`src/rtl/fios_pkg.sv`:
```
`default_nettype none
// +----------------------------------------------------------------+
// | fios_pkg: shared types and constants for the FIOS result path   |
// | Revision: 1.0                                                   |
// +----------------------------------------------------------------+
package fios_pkg;

  localparam int WORD_W = 17;

  typedef logic [WORD_W-1:0] word_t;

  typedef enum logic [1:0] {
    IDLE    = 2'd0,
    COLLECT = 2'd1,
    HOLD    = 2'd2
  } coll_state_t;

endpackage
`default_nettype wire

```
`src/rtl/fios_word_sub.sv`:
```
`default_nettype none
// +----------------------------------------------------------------+
// | fios_word_sub: 17-bit subtract-with-borrow slice, borrow flop   |
// | Revision: 1.0                                                   |
// +----------------------------------------------------------------+
module fios_word_sub
  import fios_pkg::*;
(
  input  logic  clock_i,
  input  logic  reset_n_i,
  input  logic  clear_i,
  input  logic  enable_i,
  input  word_t a_i,
  input  word_t b_i,
  output word_t diff_o,
  output logic  borrow_next_o
);

  logic              r_borrow;
  logic [WORD_W:0]   w_d;

  // Bit 17 of the widened difference is the borrow out of this word.
  assign w_d           = {1'b0, a_i} - {1'b0, b_i} - {{WORD_W{1'b0}}, r_borrow};
  assign diff_o        = w_d[WORD_W-1:0];
  assign borrow_next_o = w_d[WORD_W];

  always_ff @(posedge clock_i or negedge reset_n_i) begin
    if (!reset_n_i) begin
      r_borrow <= 1'b0;
    end else if (clear_i) begin
      r_borrow <= 1'b0;
    end else if (enable_i) begin
      r_borrow <= w_d[WORD_W];
    end
  end

endmodule
`default_nettype wire

```
`src/rtl/fios_res_collector.sv`:
```
`default_nettype none
// +----------------------------------------------------------------+
// | fios_res_collector: assembles FIOS result words, applies final  |
// | conditional subtraction, offers result over valid/ready.        |
// | Revision: 1.0                                                   |
// +----------------------------------------------------------------+
module fios_res_collector
  import fios_pkg::*;
#(
  parameter int s      = 8,
  parameter int REDUCE = 1
) (
  input  logic                  clock_i,
  input  logic                  reset_n_i,
  input  logic                  start_i,
  input  logic                  res_valid_i,
  input  logic [WORD_W-1:0]     res_word_i,
  input  logic [WORD_W-1:0]     p_word_i,
  output logic [s*WORD_W-1:0]   result_o,
  output logic                  result_valid_o,
  input  logic                  result_ready_i,
  output logic                  busy_o,
  output logic                  err_o
);

  localparam int              CNT_W    = (s > 1) ? $clog2(s) : 1;
  localparam logic [CNT_W-1:0] c_last  = CNT_W'(s - 1);
  localparam bit              c_reduce = (REDUCE != 0);

  coll_state_t          r_state, w_state_next;
  logic [CNT_W-1:0]     r_k;
  logic [s*WORD_W-1:0]  r_raw, r_diff, r_result;
  logic [s*WORD_W-1:0]  w_raw_next, w_diff_next;
  logic                 r_err, w_err, w_accept, w_clear, w_load;
  word_t                w_diff_word;
  logic                 w_borrow_next;

  fios_word_sub u_sub (
    .clock_i       (clock_i),
    .reset_n_i     (reset_n_i),
    .clear_i       (w_clear),
    .enable_i      (w_accept),
    .a_i           (res_word_i),
    .b_i           (p_word_i),
    .diff_o        (w_diff_word),
    .borrow_next_o (w_borrow_next)
  );

  // Stored words plus the word arriving now, so the last word lands in the result directly.
  always_comb begin
    w_raw_next  = r_raw;
    w_diff_next = r_diff;
    w_raw_next[int'(r_k)*WORD_W +: WORD_W]  = res_word_i;
    w_diff_next[int'(r_k)*WORD_W +: WORD_W] = w_diff_word;
  end

  always_comb begin
    w_state_next = r_state;
    w_err        = 1'b0;
    w_accept     = 1'b0;
    w_clear      = 1'b0;
    w_load       = 1'b0;
    case (r_state)
      IDLE: begin
        if (start_i) begin
          w_state_next = COLLECT;
          w_clear      = 1'b1;
        end else if (res_valid_i) begin
          w_err = 1'b1;
        end
      end
      COLLECT: begin
        if (start_i) begin
          w_err = 1'b1;
        end
        if (res_valid_i) begin
          w_accept = 1'b1;
          if (r_k == c_last) begin
            w_state_next = HOLD;
            w_load       = 1'b1;
          end
        end
      end
      HOLD: begin
        if (res_valid_i) begin
          w_err = 1'b1;
        end
        if (result_ready_i) begin
          if (start_i) begin
            w_state_next = COLLECT;
            w_clear      = 1'b1;
          end else begin
            w_state_next = IDLE;
          end
        end else if (start_i) begin
          w_err = 1'b1;
        end
      end
      default: w_state_next = IDLE;
    endcase
  end

  always_ff @(posedge clock_i or negedge reset_n_i) begin
    if (!reset_n_i) begin
      r_state <= IDLE;
    end else begin
      r_state <= w_state_next;
    end
  end

  always_ff @(posedge clock_i or negedge reset_n_i) begin
    if (!reset_n_i) begin
      r_k      <= '0;
      r_raw    <= '0;
      r_diff   <= '0;
      r_result <= '0;
      r_err    <= 1'b0;
    end else begin
      r_err <= w_err;
      if (w_clear) begin
        r_k <= '0;
      end else if (w_accept) begin
        r_k    <= r_k + 1'b1;
        r_raw  <= w_raw_next;
        r_diff <= w_diff_next;
      end
      if (w_load) begin
        r_result <= (c_reduce && !w_borrow_next) ? w_diff_next : w_raw_next;
      end
    end
  end

  assign result_o       = r_result;
  assign result_valid_o = (r_state == HOLD);
  assign busy_o         = (r_state != IDLE);
  assign err_o          = r_err;

endmodule
`default_nettype wire

```
`config.mk`:
```
export PLATFORM = sky130hd
export DESIGN_NAME = fios_res_collector
export DESIGN_NICKNAME = d
export VERILOG_FILES = /design/src/rtl/fios_pkg.sv /design/src/rtl/fios_word_sub.sv /design/src/rtl/fios_res_collector.sv
export SDC_FILE = /design/constraint.sdc
export NUM_CORES = 1
export LEC_CHECK = 0
export ABC_AREA = 1
export ABC_CLOCK_PERIOD_IN_PS = 5850
export CORE_ASPECT_RATIO = 1.75
export CORE_MARGIN = 1
export CORE_UTILIZATION = 60
export CTS_CLUSTER_DIAMETER = 200
export DETAILED_ROUTE_END_ITERATION = 6
export GPL_TIMING_DRIVEN = 0
export PLACE_DENSITY = 0.82
export SLEW_MARGIN = 40
export SYNTH_ARGS = -nofsm -noshare
export SYNTH_HDL_FRONTEND = slang
export SYNTH_SLANG_ARGS = --single-unit
```
`constraint.sdc`:
```
create_clock -name clock_i -period 5.85 [get_ports clock_i]
set_clock_uncertainty 0.1 [all_clocks]
set_input_delay 1.17 -clock clock_i [delete_from_list [all_inputs] [get_ports clock_i]]
set_output_delay 1.17 -clock clock_i [all_outputs]
set_load 0.03 [all_outputs]
```
==> metrics.txt <==
post-layout min period=4850 ps; final wirelength=86.2 mm; CTS Buffer Depth=3; synth top area cells=dfrtp_1 48%, nand2_1 23%, o21ai_0 9.5%; final instance area=25,500 um2; GPL Wtd Cong=1.04; CTS tree=built; clock transition at the registers of the reported paths=60 ps; worst-skew pair later-pin latency=560 ps; Critical Path Start Type=input pin; Hold Vio Cnt, Final=0; drt pass-1 iters=7; DR vias/cell=6.09; Worst Tran Pin Value=959 ps; pwr/cell area=584 nW/um2; Worst R2R End=result_o[12]; die footprint=36,900 um2; initial antenna violation count=3; Leak Pwr=12.6 nW; placed instance area=24,200 um2; hold path cells=2; worst hold start=result_o[42]; CTS buffer count=39; Critical Path Fanout Max=10; R2R Setup Slk=2100 ps; fillers=2,893; Yosys cell types=35; status=finished, violations left; # hold bufs at CTS=0; Die Span Y=253 um; layout cells sized above 1=0.0626; post-synthesis register bit count=415; CTS Root Cell=clkbuf_16; RSZ-0062 raised after global routing=false; hpwl dp=64.2 mm; io pins=178; WHS Endpoint=result_o[42]; Initial Util=0.612; setup TNS=0 ps; Worst Reg-to-Reg Cells=9; ys flop type=dfrtp_1; syn nets=3,007; die width=146 um; CTS resizes=0; WL/cell=23.6 um; vias post-DR=22,199; critical path class=in -> reg; synthesized cell area=21,700 um2; worst path required time=6150 ps; CP endpoint kind=flop; most common cell in the synthesized netlist=nand2_1; setup ws final=999 ps; violated checks=DRC; Seq/Total Area, Yosys=0.479; final core occ=0.719; Antenna Violating Nets Remaining=0; Async S/R FF share, synth=1.00; reg-to-reg critical path startpoint=r_k[0]; slew margin rel.=0.359; Final Non-Filler Cells=3,647; drc violations=2; Synth top area share=0.479; clock sinks=415; Total GRT Usage=0.476; Post-CTS Setup Repair Bufs=0; cells after synthesis=2,928; Final nets=3,230; Avg Inst Size Synth=7.40 um2; pre-CTS setup slack=850 ps; core area=35,400 um2; Tcrit/Tclk final=0.829; vias in the first global route=22,248; htree depth=2; largest net degree at the start of global routing=77; number of synthesized flops with an enable pin=0; Area Overhead vs Synth=17.5%; Syn. warnings=0; initial DRC count=2,553; Post-Place Cells=3,575; worst vdd rail ir drop=456 uV; area leader, netlist=dfrtp_1; Slew Viols, Final=0; grt total ovfl=0; # setup viols final=0; Post-synth top cells=1,311 x nand2_1, 415 x dfrtp_1, 413 x o21ai_0, 276 x nand3_1, 158 x inv_1; Max-Cap Viols=0; critical path arrival=5150 ps; input/output buffers=177; first-pass GRT wire length=129 mm; Site Rows=91; Achievable Freq=206 MHz; min-delay worst type=reg -> reg
-- registers in the layout (all words and copies together) (netlist names) --
name / flops
u_sub.r_borrow: 1
r_diff: 136
r_raw: 136
result_o: 136
r_state: 2
r_k: 3
err_o: 1
-- critical path, stage by stage --
cell             delay, ps
clkdlybuf4s50_1        770
inv_1                  330
ha_1                   380
inv_1                   40
ha_1                   400
nand2_1                140
nor2_1                 190
nand2_1                100
nor2_1                  90
nand2_1                100
nand3_2                100
nand2_1                 90
nand2_4                220
buf_8                  220
buf_6                  220
nand2_1                 90
nand3_1                370
nand2_1                110
-- kinds of logic after synthesis --
group,after synthesis,synth area share
XOR/XNOR,3,0.00121
multiplexers,6,0.00277
flip-flops,415,0.479
AND/OR/NAND/NOR,1648,0.308
adder cells (fa/ha/maj),40,0.0238
AO/OA/AOI/OAI,473,0.114
buffers and inverters,343,0.0704
-- layer usage --
| layer | global-route usage | part of all wire |
|---|---|---|
| met1 | 0.501 | 0.32 |
| met2 | 0.766 | 0.46 |
| met3 | 0.108 | 0.10 |
| met4 | 0.496 | 0.12 |
| met5 | 0 | 0.00055 |
-- layout make-up --
class / instances / area, um2 / area share
antenna: 2 / 5.00 / 0.000197
buffer: 180 / 922 / 0.0362
clock buffer: 51 / 1080 / 0.0425
clock inverter: 19 / 190 / 0.00747
inverter: 163 / 612 / 0.0240
multi-input combinational: 2170 / 9770 / 0.384
sequential: 415 / 10400 / 0.408
tap: 465 / 582 / 0.0229
timing repair buffer: 182 / 1910 / 0.0752
-- report_power, final --
group,total [mW],switching [mW],internal [mW]
clock,2.63,1.19,1.44
sequential,4.74,0.674,4.06
combinational,7.51,5.14,2.36
total,14.9,7.00,7.87
-- cell usage in the layout, fill, tap and decap left out, types with 9 or more instances in the layout --
master and instances:
o21ai_1 10, nand2_1 1311, clkbuf_1 82, buf_1 10
buf_4 10, o21a_1 36, buf_6 15, or2_2 13
ha_1 38, clkdlybuf4s50_1 176, clkbuf_16 39, nand3_1 276
o21ai_0 413, dfrtp_1 415, nor2_1 17, clkinv_2 9
buf_2 61, a21oi_1 9, inv_1 158, nand4_1 12
-- metrics by stage --
stage	power, mW	hold WS (ps)
after floorplan	9.14	346
after global placement	11.7	360
after detailed placement	12.0	365
after CTS	14.6	382
after global routing	15.6	398
final	14.9	378
-- worst max-delay path by stage --
stage,startpoint,depth (start not counted),end
CTS,res_word_i[13],18,result_o[85]
global route,res_word_i[13],18,result_o[85]
finish,res_word_i[13],18,result_o[85]
detailed placement,res_word_i[13],18,result_o[85]
floorplan,p_word_i[0],13,result_o[80]
global placement,reset_n_i,1,result_o[29]
Power figures use the tool's default switching activity.
